$ cat config.mk
export PLATFORM = sky130hd
export DESIGN_NAME = keypad_digit_tracker
export DESIGN_NICKNAME = d
export VERILOG_FILES = /design/src/rtl/keypad_digit_tracker.sv
export SDC_FILE = /design/constraint.sdc
export NUM_CORES = 1
export LEC_CHECK = 0
export BUFFER_PORTS_ARGS = -buffer_cell sky130_fd_sc_hd__buf_2
export CORE_MARGIN = 1.5
export CORE_UTILIZATION = 30
export CTS_BUF_LIST = sky130_fd_sc_hd__clkbuf_8
export CTS_CLUSTER_SIZE = 10
export DETAILED_ROUTE_END_ITERATION = 10
export PLACE_DENSITY = 0.46
export RECOVER_POWER = 50
export SLEW_MARGIN = 20
export SYNTH_ARGS = -nofsm -noshare
export SYNTH_HDL_FRONTEND = slang
export SYNTH_SLANG_ARGS = --single-unit
$ cat constraint.sdc
create_clock -name clk -period 3.05 [get_ports clk]
set_input_delay 0.305 -clock clk [delete_from_list [all_inputs] [get_ports clk]]
set_output_delay 0.305 -clock clk [all_outputs]
set_load 0.02 [all_outputs]
$ cat src/rtl/keypad_digit_tracker.sv
// keypad_digit_tracker: debounces the raw keypad_handler press flag and code,
// emits one new_key pulse per accepted press and keeps a two-deep digit history
// (digit_new / digit_old) for the seven-segment driver.
// Optional feature: define KEY_REPEAT_EN to re-commit a held key every
// REPEAT_CYCLES clocks (auto-repeat).
module keypad_digit_tracker #(
  parameter int unsigned DEBOUNCE_CYCLES = 20000,
  parameter int unsigned REPEAT_CYCLES   = 4000000
) (
  input  logic       clk,
  input  logic       reset,
  input  logic       pressed,
  input  logic [3:0] binout,
  output logic [3:0] digit_new,
  output logic [3:0] digit_old,
  output logic       new_key,
  output logic       held
);

`ifdef KEY_REPEAT_EN
  localparam int unsigned CntMax = (DEBOUNCE_CYCLES > REPEAT_CYCLES) ?
                                   DEBOUNCE_CYCLES : REPEAT_CYCLES;
`else
  localparam int unsigned CntMax = DEBOUNCE_CYCLES;
`endif
  localparam int unsigned CntW = $clog2(CntMax + 1);

  localparam logic [CntW-1:0] DbLast = CntW'(DEBOUNCE_CYCLES - 1);
`ifdef KEY_REPEAT_EN
  localparam logic [CntW-1:0] RepLast = CntW'(REPEAT_CYCLES - 1);
`else
  // REPEAT_CYCLES has no function without auto-repeat.
  logic unused_repeat;
  assign unused_repeat = ^REPEAT_CYCLES;
`endif

  localparam logic [1:0] StIdle    = 2'd0;
  localparam logic [1:0] StPressDb = 2'd1;
  localparam logic [1:0] StHeld    = 2'd2;
  localparam logic [1:0] StRelDb   = 2'd3;

  logic            p_meta, p_s;
  logic [3:0]      code_meta, code_s;
  logic [1:0]      state_q, state_d;
  logic [CntW-1:0] cnt_q, cnt_d;
  logic [3:0]      cand_q, cand_d;
  logic [3:0]      digit_new_q, digit_old_q;
  logic            new_key_q;
  logic            commit;
  logic            cnt_clr;

  // Two-flop synchronizers for the asynchronous keypad inputs.
  always_ff @(posedge clk or negedge reset) begin
    if (!reset) begin
      p_meta    <= 1'b0;
      p_s       <= 1'b0;
      code_meta <= 4'd0;
      code_s    <= 4'd0;
    end else begin
      p_meta    <= pressed;
      p_s       <= p_meta;
      code_meta <= binout;
      code_s    <= code_meta;
    end
  end

  // Next-state, candidate capture and commit decision.
  always_comb begin
    state_d = state_q;
    cand_d  = cand_q;
    commit  = 1'b0;
    cnt_clr = 1'b0;
    case (state_q)
      StIdle: begin
        if (p_s) begin
          cand_d  = code_s;
          state_d = StPressDb;
        end
      end
      StPressDb: begin
        // An abort wins over a counter that reaches its limit on the same cycle.
        if (!p_s || (code_s != cand_q)) begin
          state_d = StIdle;
        end else if (cnt_q == DbLast) begin
          commit  = 1'b1;
          state_d = StHeld;
        end
      end
      StHeld: begin
        if (!p_s) begin
          state_d = StRelDb;
        end
`ifdef KEY_REPEAT_EN
        else if (cnt_q == RepLast) begin
          commit  = 1'b1;
          cnt_clr = 1'b1;
        end
`endif
      end
      StRelDb: begin
        if (p_s) begin
          state_d = StHeld;
        end else if (cnt_q == DbLast) begin
          state_d = StIdle;
        end
      end
      default: state_d = StIdle;
    endcase
  end

  // Counter clears on any transition (or repeat), otherwise saturates upward.
  always_comb begin
    if ((state_d != state_q) || cnt_clr) begin
      cnt_d = '0;
    end else if (cnt_q != {CntW{1'b1}}) begin
      cnt_d = cnt_q + 1'b1;
    end else begin
      cnt_d = cnt_q;
    end
  end

  // FSM, counter, history shift and event pulse registers.
  always_ff @(posedge clk or negedge reset) begin
    if (!reset) begin
      state_q     <= StIdle;
      cnt_q       <= '0;
      cand_q      <= 4'd0;
      digit_new_q <= 4'd0;
      digit_old_q <= 4'd0;
      new_key_q   <= 1'b0;
    end else begin
      state_q   <= state_d;
      cnt_q     <= cnt_d;
      cand_q    <= cand_d;
      new_key_q <= commit;
      if (commit) begin
        digit_old_q <= digit_new_q;
        digit_new_q <= cand_q;
      end
    end
  end

  // Outputs: held reflects the debounced key-down states.
  always_comb begin
    digit_new = digit_new_q;
    digit_old = digit_old_q;
    new_key   = new_key_q;
    held      = (state_q == StHeld) || (state_q == StRelDb);
  end

endmodule

# Yosys cells after proc, flatten, opt, wreduce, memory -nomap -nowiden
# Index checks and enable logic that the tools add are counted.
[op_classes]
n_mux = 12
reduce_logical = 6
n_eq_ne = 7
add_sub_neg = 1
[ops]
columns = ["operator", "count"]
rows = [
  ["$mux W15", 2],
  ["$add A15 B1 Y15 const B", 1],
  ["$eq A15 B15 Y1 const B", 1],
  ["$ne A15 B15 Y1 const B", 1],
  ["$mux W2", 6],
  ["$pmux W2 S4", 1],
  ["$eq A2 B2 Y1 const B", 2],
  ["$ne A4 B4 Y1", 1],
  ["$mux W1", 3],
  ["$eq A2 B1 Y1 const B", 1],
  ["$logic_not A2 Y1", 1],
  ["$logic_or A1 B1 Y1", 2],
  ["$ne A2 B2 Y1", 1],
  ["$reduce_and A2 Y1", 1],
  ["$reduce_bool A2 Y1", 1],
  ["$logic_not A1 Y1", 1],
]
[word_totals]
in_bits = 7
elab_cells = 36
output_inout_bits = 10
reg_bits = 40

# Logic depth before layout (Yosys ltp)
[depth]
ltp_word = 6
ltp_mapped = 6
mapped_depth_nobuf = 5

# Worst setup path after synthesis
# No wires, ideal clock.
[synth_timing]
path_type = "register to register"
from = "register cnt_q[5]"
to = "register digit_new_q[0] (netlist: digit_new[0])"
arrival_time_ns = 2.101
path_slack_ns = 0.824
path_buffers = 1
path_stages_with_launch = 6
period_less_slack_ns = 2.226
path_cell_list = "dfrtp_1 > or4_1 > or4_4 > nand3b_4 > buf_6 > mux2_4"
[synth_between]
elab_chain_len = 4
[synth_rtl]
columns = ["item", "line", "text"]
rows = [
  ["start, declared", "45", "logic [CntW-1:0] cnt_q, cnt_d;"],
  ["start signal, assigned", "133", "cnt_q <= cnt_d;"],
  ["$eq A15 B15 Y1", "84", "end else if (cnt_q == DbLast) begin"],
  ["$mux W1", "84", ""],
  ["$mux W1", "82", "if (!p_s || (code_s != cand_q)) begin"],
  ["$mux W1", "73", "case (state_q)"],
  ["end signal, assigned", "138", "digit_new_q <= cand_q;"],
  ["end, declared", "47", "logic [3:0] digit_new_q, digit_old_q;"],
]
# No other way between the ends.
# A chain may end at the register's enable or synchronous reset.

# Worst setup path after layout
[layout_timing]
from = "register cnt_q[5]"
to = "register cnt_q[7]"
[layout_between]
elab_chain_len = 6
word_cells_on_any_way = 12
[layout_rtl]
columns = ["item", "line", "text"]
rows = [
  ["$eq A15 B15 Y1", "84, 103", ""],
  ["$mux W2 (on tied branches)", "103, 84", ""],
  ["$mux W2 (on tied branches)", "101, 82", ""],
  ["$pmux W2 S4", "73", ""],
  ["$ne A2 B2 Y1", "113", "if ((state_d != state_q) || cnt_clr) begin"],
  ["$mux W15 or $reduce_bool A2 Y1 (tied branches)", "--", ""],
]
# Several ways; a longest one is shown, not always the timed one. The select of a mux whose other input is x is not followed.

==> summary.txt <==
Critical path
  • Crit path max-delay cell type: or4_4
  • CP arrival: 2.65 ns
  • CP Cell Sequence: or4_1 -> or4_4 -> a32oi_2 -> buf_4 -> a221oi_1
  • CP endpoint kind: flip-flop
  • CP delay by family, top: simple AND/OR/NAND/NOR gates
  • Crit Path Class: reg -> reg
  • Setup crit start kind: flip-flop
  • Worst-path fanout max: 8
  • Crit-path max cell delay: 0.58 ns
  • Crit path required time: 3.18 ns
  • Worst path bufs/invs: 1
  • Reg2Reg Setup Slack: 0.53 ns

Die
  • Effective utilization at floorplan: 30.77%
  • Overall die area: 0.006475 mm²
  • Top Ports: 17
  • Die span in y: 80.47 µm
  • # rows: 28
  • Die Wd: 80.47 µm
  • Core area: 0.005851 mm²

Clock network
  • Clock Sinks: 40
  • # H-tree levels: 2
  • Clk_lat worst skew: 0.30 ns
  • Inserted Clock Buffers: 5
  • Worst-path clk slew: 0.08 ns
  • Hold Buf Count CTS: 0
  • Root buf cell: clkbuf_8
  • Deepest clock path buffer count: 2
  • CTS tree: built
  • CTS resizes: 0
  • Setup bufs post-CTS: 0

Yosys
  • Post-Synth XOR/XNOR Area: 3.405%
  • Ys Warns: 0
  • Largest family of logic cells by synthesized area: simple AND/OR/NAND/NOR gates
  • Synthesized flop and latch total: 40
  • Post-synthesis mux area share: 10.84%
  • Synth Area in Adders: 0.6949%
  • Post-synthesis net count: 159
  • Yosys cell types: 33
  • Synth Area in Compound Gates: 10.49%
  • Area share of and/or/nand/nor cells after synthesis: 15.36%
  • Synthesized cell area: 0.001800 mm²
  • Register area share after synthesis: 55.59%
  • Syn avg cell area: 11.92 µm²
  • Syn Inst Count: 151

Layout
  • Area delta synth->final: 15.84%
  • # fillers: 587
  • Layout Nets: 180
  • Multi-input logic area: 734.5 µm²
  • Layout cells sized above 1: 24.28%
  • Diodes inserted: 0
  • Register area: 0.001001 mm²

STA
  • Unrepaired setup endpoints after global routing: no
  • Worst Skew: 0.007046 ns
  • Fin. Hold Viols: 0
  • Final Max Slew Viols: 41
  • Final setup fails: 0
  • Final Critical Period: 2.523 ns
  • Post-route setup TNS: 0 ns
  • Slack of the critical path: 0.5268 ns
  • Slew @ Worst Pin: 2.089 ns
  • Fin crit share: 82.73%
  • Fmax: 396.3 MHz
  • Slew margin rel.: -39.27%

Placement
  • Pre-CTS setup slack: 0.5389 ns
  • DP Wirelength: 2362 µm
  • IO Port Bufs: 16
  • Routability Congestion: 0.7966

Outcome
  • Run status: complete, but fails checks
  • Failing checks: capacitance limit, slew limit

Power
  • Pleak: 0.0009361 µW
  • Internal power: 842.4 µW
  • Pwr Density: 518.8 mW/mm²
  • Clock power frac: 42.1%
  • P_sw: 239.7 µW
  • Sequential share of power: 52.3%
  • Power consumption: 1082 µW
  • Sw Share: 22.15%
  • Logic pwr share: 5.6%
  • Peak supply drop: 0.0001666 V

Detailed routing
  • Wirelength per Cell: 13.46 µm
  • Residual DRC count: 0
  • Routed Wire Length: 3338 µm
  • Drt first pass iters: 4
  • Final ANT Viol Nets: 0
  • Routed vias: 1,250
  • Drt initial violations: 99
  • Vias per cell: 5.040

GRT
  • Initial antenna violation count: 0
  • All-layer global routing usage: 12.67%
  • Pin count of the biggest net entering global routing: 41
  • Remaining global-route overflow: 0
  • Global-route wire length before repair: 6161 µm
  • Vias in the first global route: 1,284

Job
  • Max-Cap Viols: 1

Hold path
  • Hold Path Class: in -> reg
[metal layers]
metal | global-route usage, % | vias to the layer above | wire, µm
li1 | - | 604 | -
met1 | 16.84 | 617 | 1601
met2 | 18.57 | 21 | 1524
met3 | 4.205 | 8 | 146
met4 | 5.690 | 0 | 65
met5 | 0 | - | 0
[worst paths after layout]
check | cells after the start | endpoint | from
min in group asynchronous | 1 | digit_old[3] | reset
setup / recovery | 5 | cnt_q[7] | cnt_q[5]
hold reg to reg | 0 | code_s[2] | code_meta[2]
setup reg to reg | 5 | cnt_q[7] | cnt_q[5]
hold / removal | 1 | code_meta[3] | binout[3]
max in group asynchronous | 1 | p_meta | reset
[power by group through the flow]
stage               combinational, µW  sequential, µW  clock, µW
finish                           60.5             566        455
global route                     68.8             570        494
CTS                              62.6             566        468
detailed placement               62.1             577          0
global placement                 59.9             576          0
floorplan                        40.1             573          0
[worst reg2reg max path: stages, from the launching register on]
cell      delay [ns]
dfrtp_1         0.44
or4_1           0.54
or4_4           0.58
a32oi_2         0.45
buf_4           0.25
a221oi_1        0.10
[logic make-up after synthesis]
| logic type | count (synthesis) |
|---|---|
| buf+inv | 13 |
| fa+ha+maj | 1 |
| mux | 15 |
| simple gates | 47 |
| compound gates | 28 |
| xor+xnor | 7 |
| flops | 40 |
[Yosys cell counts (all sizes together)]
cell	count	share of area, %
o31ai	2	0.83
nand2	5	1.0
xnor2	2	0.97
o21ai	6	1.7
mux2i	3	1.7
o31a	1	0.49
a21oi	7	1.9
nor2	7	1.5
and3b	1	0.49
a32oi	1	0.90
nor3	7	1.9
nand3	7	1.9
nand3b	1	1.1
nor4	5	1.7
or4	4	1.9
dfrtp	40	56
mux2	12	9.2
buf	3	1.5
a211oi	2	0.83
nand4	5	1.7
a221oi	1	0.49
or4bb	1	0.63
or3	4	1.4
ha	1	0.69
clkbuf	3	0.63
xor2	5	2.4
a22oi	6	2.5
inv	7	1.5
a31oi	1	0.35
a2bb2oi	1	0.49
[cells in the final DEF (no fill, tap or decap), types with 2 or more instances in the layout]
cell      instances
or4_1             3
or3_1             4
mux2_4            8
nand4_1           5
clkbuf_8          6
nor4_1            5
mux2i_1           3
o21ai_0           6
buf_4             4
buf_2            15
nand2_1           5
nor2_1            7
inv_1             7
mux2_2            4
nand3_1           7
o31ai_1           2
dfrtp_1          40
xnor2_1           2
a211oi_1          2
a21oi_1           7
a22oi_1           6
nor3_1            7
xor2_1            5
[registers in the layout (all words and copies together) (netlist names)]
name	cells
digit_new	4
cand_q	4
new_key	1
state_q	2
p_s	1
digit_old	4
code_s	4
p_meta	1
cnt_q	15
code_meta	4
[per-stage QoR]
stage | util, % | hold slack (ns) | std cells | cell area (µm²)
after floorplan | - | 0.009409 | 151 | 1800
after global routing | 35.65 | 0.09703 | 248 | 2086
after global placement | 33.60 | 0.3335 | 240 | 1966
after CTS | 35.67 | 0.1070 | 248 | 2087
after detailed placement | 33.60 | 0.3370 | 240 | 1966
final | 35.65 | 0.1132 | 248 | 2086
[cell type report]
cell class | count | area share [%]
Clock buffer | 6 | 3.959
Clock inverter | 2 | 1.860
Sequential cell | 40 | 47.99
Timing Repair Buffer | 20 | 5.219
Tap cell | 75 | 4.499
Inverter | 7 | 1.260
Multi-Input combinational cell | 98 | 35.21
No activity file was read; power rests on OpenSTA's default activity.
